$ cat src/rtl/qos_pkg.sv
// qos_pkg: shared FSM state codes and arbitration mode constants for the QoS VC switch
package qos_pkg;
   localparam logic [1:0] ST_RESET  = 2'd0;
   localparam logic [1:0] ST_INIT   = 2'd1;
   localparam logic [1:0] ST_IDLE   = 2'd2;
   localparam logic [1:0] ST_ACTIVE = 2'd3;
   localparam int ARB_RR     = 0;
   localparam int ARB_STRICT = 1;
endpackage

$ cat src/rtl/qos_sync_fifo.sv
// qos_sync_fifo: first-word-fall-through FIFO with occupancy count and threshold flag
//  clk/reset: clock, async active-high reset; push/din: write; pop/dout: read head (0 when empty)
//  thr: almost-full threshold; count/full/empty/almost_full: status; err: push to full or pop of empty
module qos_sync_fifo #(
   parameter int DATA_W = 12,
   parameter int DEPTH  = 8
) (
   input  logic                       clk,
   input  logic                       reset,
   input  logic                       push,
   input  logic                       pop,
   input  logic [DATA_W-1:0]          din,
   input  logic [$clog2(DEPTH):0]     thr,
   output logic [DATA_W-1:0]          dout,
   output logic [$clog2(DEPTH):0]     count,
   output logic                       full,
   output logic                       empty,
   output logic                       almost_full,
   output logic                       err
);
   localparam int PTR_W = $clog2(DEPTH);
   logic [DATA_W-1:0] mem_q [DEPTH];
   logic [PTR_W-1:0] wr_ptr_q, wr_ptr_d, rd_ptr_q, rd_ptr_d;
   logic [PTR_W:0] count_q, count_d;
   logic do_push, do_pop;
   assign full        = count_q == (PTR_W+1)'(DEPTH);
   assign empty       = count_q == '0;
   assign almost_full = count_q >= thr;
   assign count       = count_q;
   assign dout        = empty ? '0 : mem_q[rd_ptr_q];
   assign err         = (push & full & ~pop) | (pop & empty);
   // a pop on a full FIFO frees the slot the simultaneous push lands in
   always_comb begin
      do_push  = push & (~full | pop);
      do_pop   = pop & ~empty;
      wr_ptr_d = wr_ptr_q + PTR_W'(do_push);
      rd_ptr_d = rd_ptr_q + PTR_W'(do_pop);
      count_d  = count_q + (PTR_W+1)'(do_push) - (PTR_W+1)'(do_pop);
   end
   always_ff @(posedge clk or posedge reset) begin
      if (reset) begin
         wr_ptr_q <= '0;
         rd_ptr_q <= '0;
         count_q  <= '0;
      end else begin
         wr_ptr_q <= wr_ptr_d;
         rd_ptr_q <= rd_ptr_d;
         count_q  <= count_d;
      end
   end
   always_ff @(posedge clk) begin
      if (do_push) mem_q[wr_ptr_q] <= din;
   end
endmodule

$ cat src/rtl/qos_vc_switch.sv
// qos_vc_switch: NCH ingress VC FIFOs arbitrated one word/cycle into NCH egress FIFOs by destination
//  clk/reset: clock, async active-high reset; init/umbral_high: enter INIT, load almost-full threshold
//  push_in/data_in/full_in: ingress side; pop_out/data_out/empty_out: egress side (FWFT)
//  req/idx -> valid/cnt_data: counter read (idx<NCH egress pops, idx==NCH total grants)
//  active_out/idle_out: FSM state flags; error_out: one-cycle error pulse
module qos_vc_switch import qos_pkg::*; #(
   parameter int NCH      = 4,
   parameter int DATA_W   = 12,
   parameter int DEPTH    = 8,
   parameter int CNT_W    = 5,
   parameter int ARB_MODE = ARB_RR
) (
   input  logic                    clk,
   input  logic                    reset,
   input  logic                    init,
   input  logic [$clog2(DEPTH):0]  umbral_high,
   input  logic [NCH-1:0]          push_in,
   input  logic [NCH*DATA_W-1:0]   data_in,
   output logic [NCH-1:0]          full_in,
   input  logic [NCH-1:0]          pop_out,
   output logic [NCH*DATA_W-1:0]   data_out,
   output logic [NCH-1:0]          empty_out,
   input  logic                    req,
   input  logic [$clog2(NCH):0]    idx,
   output logic                    valid,
   output logic [CNT_W-1:0]        cnt_data,
   output logic                    active_out,
   output logic                    idle_out,
   output logic                    error_out
);
   localparam int DEST_W = $clog2(NCH);
   localparam int PTR_W  = $clog2(DEPTH);
   localparam int IDX_W  = DEST_W + 1;
   logic [1:0] state_q, state_d;
   logic [PTR_W:0] thr_q, thr_d;
   logic [DEST_W-1:0] ptr_q, ptr_d, gnt_idx, cand;
   logic [CNT_W-1:0] cnt_q [NCH+1];
   logic [CNT_W-1:0] cnt_d [NCH+1];
   logic [CNT_W-1:0] cnt_data_q, cnt_data_d;
   logic valid_q, valid_d, error_q, error_d, gnt;
   logic [NCH-1:0] in_empty, in_err, in_pop, eg_empty, eg_full, eg_af, eg_err, eg_push, elig, unused_in_af;
   logic [DATA_W-1:0] in_head [NCH];
   logic [PTR_W:0] unused_cnt [2*NCH];
   logic [DATA_W-1:0] gnt_word;
   assign gnt_word = in_head[gnt_idx];
   for (genvar i = 0; i < NCH; i++) begin : g_ch
      logic [DEST_W-1:0] dest;
      assign dest       = in_head[i][DATA_W-1 -: DEST_W];
      assign elig[i]    = ~in_empty[i] & ~eg_af[dest] & ~eg_full[dest] & (state_q == ST_ACTIVE);
      assign in_pop[i]  = gnt & (gnt_idx == DEST_W'(i));
      assign eg_push[i] = gnt & (gnt_word[DATA_W-1 -: DEST_W] == DEST_W'(i));
      qos_sync_fifo #(.DATA_W(DATA_W), .DEPTH(DEPTH)) u_in (
         .clk(clk), .reset(reset), .push(push_in[i]), .pop(in_pop[i]),
         .din(data_in[i*DATA_W +: DATA_W]), .thr(thr_q), .dout(in_head[i]), .count(unused_cnt[i]),
         .full(full_in[i]), .empty(in_empty[i]), .almost_full(unused_in_af[i]), .err(in_err[i]));
      qos_sync_fifo #(.DATA_W(DATA_W), .DEPTH(DEPTH)) u_eg (
         .clk(clk), .reset(reset), .push(eg_push[i]), .pop(pop_out[i]),
         .din(gnt_word), .thr(thr_q), .dout(data_out[i*DATA_W +: DATA_W]), .count(unused_cnt[NCH+i]),
         .full(eg_full[i]), .empty(eg_empty[i]), .almost_full(eg_af[i]), .err(eg_err[i]));
   end
   // scan candidates from lowest priority to highest so the last hit wins
   always_comb begin
      gnt     = 1'b0;
      gnt_idx = '0;
      cand    = '0;
      for (int k = NCH; k >= 1; k--) begin
         cand = (ARB_MODE == ARB_STRICT) ? DEST_W'(k - 1) : DEST_W'(ptr_q + DEST_W'(k));
         if (elig[cand]) begin
            gnt     = 1'b1;
            gnt_idx = cand;
         end
      end
   end
   always_comb begin
      state_d = init ? ST_INIT :
                (state_q == ST_INIT) ? ST_IDLE :
                (state_q == ST_IDLE && !(&in_empty)) ? ST_ACTIVE :
                (state_q == ST_ACTIVE && (&in_empty) && !gnt) ? ST_IDLE : state_q;
      thr_d   = init ? umbral_high : thr_q;
      ptr_d   = gnt ? gnt_idx : ptr_q;
      cnt_d   = cnt_q;
      for (int i = 0; i < NCH; i++)
         if (pop_out[i] && !eg_empty[i]) cnt_d[i] = cnt_q[i] + CNT_W'(1);
      if (gnt) cnt_d[NCH] = cnt_q[NCH] + CNT_W'(1);
      if (state_q == ST_INIT) cnt_d = '{default: '0};
      valid_d    = req & (idx <= IDX_W'(NCH));
      cnt_data_d = valid_d ? cnt_q[idx] : '0;
      error_d    = (|in_err) | (|eg_err) | (req & ~valid_d);
   end
   always_ff @(posedge clk or posedge reset) begin
      if (reset) begin
         state_q    <= ST_RESET;
         thr_q      <= (PTR_W+1)'(DEPTH - 1);
         ptr_q      <= DEST_W'(NCH - 1);
         cnt_q      <= '{default: '0};
         valid_q    <= 1'b0;
         cnt_data_q <= '0;
         error_q    <= 1'b0;
      end else begin
         state_q    <= state_d;
         thr_q      <= thr_d;
         ptr_q      <= ptr_d;
         cnt_q      <= cnt_d;
         valid_q    <= valid_d;
         cnt_data_q <= cnt_data_d;
         error_q    <= error_d;
      end
   end
   assign empty_out  = eg_empty;
   assign valid      = valid_q;
   assign cnt_data   = cnt_data_q;
   assign error_out  = error_q;
   assign active_out = state_q == ST_ACTIVE;
   assign idle_out   = state_q == ST_IDLE;
endmodule

$ cat config.mk
export PLATFORM = sky130hd
export DESIGN_NAME = qos_vc_switch
export DESIGN_NICKNAME = d
export VERILOG_FILES = /design/src/rtl/qos_pkg.sv /design/src/rtl/qos_sync_fifo.sv /design/src/rtl/qos_vc_switch.sv
export SDC_FILE = /design/constraint.sdc
export NUM_CORES = 1
export LEC_CHECK = 0
export ABC_AREA = 1
export CAP_MARGIN = 10
export CORE_AREA = 2 2 277 279
export CTS_CLUSTER_DIAMETER = 60
export DETAILED_ROUTE_END_ITERATION = 8
export DIE_AREA = 0 0 279 281
export GPL_ROUTABILITY_DRIVEN = 0
export GPL_TIMING_DRIVEN = 0
export PLACE_DENSITY = 0.67
export SLEW_MARGIN = 25
export SYNTH_ARGS = -nofsm -noshare
export SYNTH_HDL_FRONTEND = slang
export SYNTH_SLANG_ARGS = --single-unit
$ cat constraint.sdc
create_clock -name clk -period 11.5 [get_ports clk]
set_input_delay 2.3 -clock clk [delete_from_list [all_inputs] [get_ports clk]]
set_output_delay 2.3 -clock clk [all_outputs]
set_load 0.01 [all_outputs]
==> impl_table.tex <==
\begin{tabular}{lr}
\hline
Metric & Value \\
\hline
\multicolumn{2}{l}{\textbf{Final layout}} \\
Area occupied by registers & between 0.02 and 0.03 mm\^{}2 \\
Area used by multi-input combinational logic & about 0.01 mm\^{}2 \\
Final nets & between 3000 and 4000 \\
Number of inserted filler cells in the final layout & between 6000 and 7000 \\
Number of antenna repair diodes & 0 \\
Design Area, Final & 0.0434 mm\^{}2 \\
Final Core Density & 0.576 \\
Most frequent cells in the layout & 768 x edfxtp\_1, 562 x nor2\_1, 445 x o21ai\_0, 203 x inv\_1, 194 x nand2\_1 \\
Most common library cell in the layout ignoring fill and taps & edfxtp\_1 \\
Synth-to-Final Area Change & 16.5\% \\
Share of final-layout standard cells stronger than drive strength 1 & 0.0852 \\
\multicolumn{2}{l}{\textbf{Critical path}} \\
Setup crit start kind & flop \\
Worst r2r src & g\_ch[2].u\_in.count[2] \\
Crit-path max FO & 10 \\
Reg-to-reg setup timing slack & between 6 and 7 ns \\
Critical Path End Type & output pin \\
Data required time at the worst endpoint & slightly above 9 ns \\
End of the worst register-to-register path & g\_ch[2].u\_eg.mem\_q[2][10] \\
Path depth of the worst reg2reg path & 18 \\
Data arrival time of the worst path & about 3.4 ns \\
Critical setup path kind & flop to output pin \\
\multicolumn{2}{l}{\textbf{STA}} \\
Time the worst path needs with I/O delays and setup & $\sim$5.7 ns \\
Max-slew violation count & 0 \\
Period utilisation layout & 0.499 \\
Clock skew after layout & between 0.02 and 0.03 ns \\
RSZ-0062 raised after global routing & no \\
Worst hold slack & 0.472 ns \\
Tightest slew margin relative to the limit & 0.346 \\
Transition time at the pin with the least slew margin & $\sim$0.98 ns \\
Final total negative setup slack & 0 ns \\
Final setup violation count & 0 \\
Maximum clock frequency & 174 MHz \\
Final hold viol count & 0 \\
\multicolumn{2}{l}{\textbf{Global route}} \\
Pin count of the biggest net entering global routing & 65 \\
Initial antenna violation count & 1 \\
Via count of the first global-routing pass & between 20000 and 25000 \\
Total Routing Usage GR & 0.228 \\
Global-route wire length before repair & $\sim$140000 um \\
GR Overflow Total & 0 \\
\multicolumn{2}{l}{\textbf{Yosys}} \\
Number of enable flip-flop cells after synthesis & 768 \\
Sequential-to-total area share from yosys stat & 0.699 \\
Net count after synthesis & about 3300 \\
Cells taking the most area after synthesis & edfxtp\_1 62\%, dfrtp\_1 7.7\%, nor2\_1 6.3\% \\
Unique cell type count in the Yosys netlist & 44 \\
Yosys warning count & 0 \\
Combined area of all synthesized cells & between 0.03 and 0.04 mm\^{}2 \\
Mean area per synthesized cell & between 10 and 15 um\^{}2 \\
Post-synth top area share & 0.619 \\
Proportion of synthesized flip-flops having asynchronous set or reset & 0.135 \\
Synth Register Bits & 888 \\
Synthesized netlist cell count & roughly 3100 \\
Flip-flop cell with the highest count after synthesis & edfxtp\_1 \\
Yosys top cell by area & edfxtp\_1 \\
\multicolumn{2}{l}{\textbf{Placed design}} \\
Number of port buffers & 130 \\
Instance area at placement & around 0.04 mm\^{}2 \\
HPWL reported at the end of detailed placement & roughly 60000 um \\
\multicolumn{2}{l}{\textbf{Min path}} \\
Worst Hold Endpoint & g\_ch[0].u\_eg.rd\_ptr\_q[2] \\
Worst hold path class & flop to flop \\
Startpoint of the tightest hold check path & g\_ch[0].u\_eg.rd\_ptr\_q[2] \\
Depth of the worst hold-timing path & 1 \\
\multicolumn{2}{l}{\textbf{Floorplanning}} \\
Effective utilization at floorplan & 0.494 \\
Row Count & about 100 \\
Die Area & around 0.078 mm\^{}2 \\
Number of I/O pins & 132 \\
Core area & approximately 0.075 mm\^{}2 \\
Die width & about 280 um \\
Die Y-Extent & around 280 um \\
\multicolumn{2}{l}{\textbf{Route}} \\
Drc violations & 0 \\
Via total after detailed routing & 24400 \\
Number of optimization iterations in the first detailed-route pass & 5 \\
Antenna Violating Nets Remaining & 0 \\
Post-detailed-route via-to-cell ratio & $\sim$5.5 \\
Violation count after the first detailed-route iteration & around 2400 \\
Wire length after detailed routing & 88700 um \\
Wirelength per Cell & just over 20 um \\
\multicolumn{2}{l}{\textbf{CTS}} \\
Hold-fix buffers at CTS & 0 \\
Number of setup buffers added after CTS & 0 \\
Clock-pin slew on the worst setup and hold paths & $\sim$0.060 ns \\
H-tree lvl count & 3 \\
CTS resizes & 0 \\
CTS root buf & clkbuf\_16 \\
CTS tree & yes \\
Clk Latency, worst-skew pair & about 0.66 ns \\
Inserted Clock Buffers & between 90 and 100 \\
Worst-case clock buffer depth & 3 \\
Number of clock sinks & slightly below 900 \\
\multicolumn{2}{l}{\textbf{Job}} \\
Max-cap violation count & 0 \\
\multicolumn{2}{l}{\textbf{Status}} \\
Outcome & completed \\
\hline
\end{tabular}
==> synth_stat cells, types with 2 or more instances <==
master and number:
buf_4 10, buf_1 2, buf_2 6, o21bai_1 2, nand4_2 2, nor2_2 7, dfstp_2 5, o2111ai_1 13
fa_1 8, ha_1 101, nand4_1 18, o211a_1 2, nand3_2 3, edfxtp_1 768, dfrtp_1 115, inv_1 204
xnor2_1 15, inv_2 14, nand2_4 4, a31oi_1 63, o221ai_1 29, o22ai_1 82, xor2_1 20, nand2_2 7
nor2_4 2, nor3_1 5, a21oi_1 38, nor2_1 625, o21ai_1 14, clkbuf_1 133, nand2_1 194, o21ai_0 445
nand3_1 129, clkinv_1 2, nor3b_1 4, o211ai_1 9
==> sequential cells by signal, indices dropped and copies added (netlist names) <==
name	count
g_ch.u_eg.count	16
thr_q	4
g_ch.u_in.rd_ptr_q	12
g_ch.u_eg.rd_ptr_q	12
g_ch.u_in.wr_ptr_q	12
g_ch.u_in.mem_q	384
g_ch.u_in.count	16
cnt_data	5
state_q	2
g_ch.u_eg.mem_q	384
valid	1
error_out	1
cnt_q	25
ptr_q	2
g_ch.u_eg.wr_ptr_q	12
==> critical path: stages, from the launching register on <==
cell	delay, ns
dfrtp_1	0.44
inv_1	0.11
clkbuf_1	0.34
clkbuf_1	0.41
nor2_1	0.08
o22ai_1	0.26
o21ai_0	0.15
a31oi_1	0.37
clkdlybuf4s50_1	0.62
==> how the worst max path moves through the flow <==
stage / from / end / slack, ns / depth (start not counted)
CTS: g_ch[0].u_eg.rd_ptr_q[0] / data_out[2] / 5.74 / 8
detailed placement: g_ch[0].u_eg.rd_ptr_q[0] / data_out[2] / 6.47 / 8
global placement: reset / g_ch[3].u_in.count[0] / 3.86 / 2
finish: g_ch[0].u_eg.rd_ptr_q[0] / data_out[1] / 5.76 / 8
global route: g_ch[3].u_eg.rd_ptr_q[0] / data_out[37] / 5.60 / 8
floorplan: reset / cnt_data[0] / 6.02 / 1
==> metrics by stage <==
| stage | worst slack [ns] | std cells |
|---|---|---|
| 3_5_place_dp | 6.47 | 4233 |
| 3_3_place_gp | 3.86 | 4216 |
| 4_1_cts | 5.74 | 4407 |
| 6_report | 5.76 | 4407 |
| 5_1_grt | 5.60 | 4407 |
| 2_1_floorplan | 6.02 | 3108 |
==> cells by family after synthesis <==
group,after synthesis,share of synthesized area
AO/OA/AOI/OAI,701,0.105
XOR/XNOR,35,0.00822
flip-flops,888,0.699
multiplexers,1,0.000302
adder cells (fa/ha/maj),109,0.0382
buffers and inverters,371,0.0386
AND/OR/NAND/NOR,1003,0.111
==> per-layer routing <==
layer	global-route usage	routed length (um)
met3	0.0372	6190
met5	0	12
met2	0.379	42800
met1	0.308	37400
met4	0.0773	2360
==> final cells by class <==
class,count,share of cell area
Clock buffer,127,0.0582
Sequential cell,888,0.600
Clock inverter,47,0.0134
Tap cell,978,0.0282
Inverter,220,0.0192
Multi-Input combinational cell,1849,0.230
Buffer,151,0.0141
Timing Repair Buffer,147,0.0363
Power is left out: the tool's default activity adds up to more than one toggle a clock period on the data nets, which glitch-free logic cannot reach.
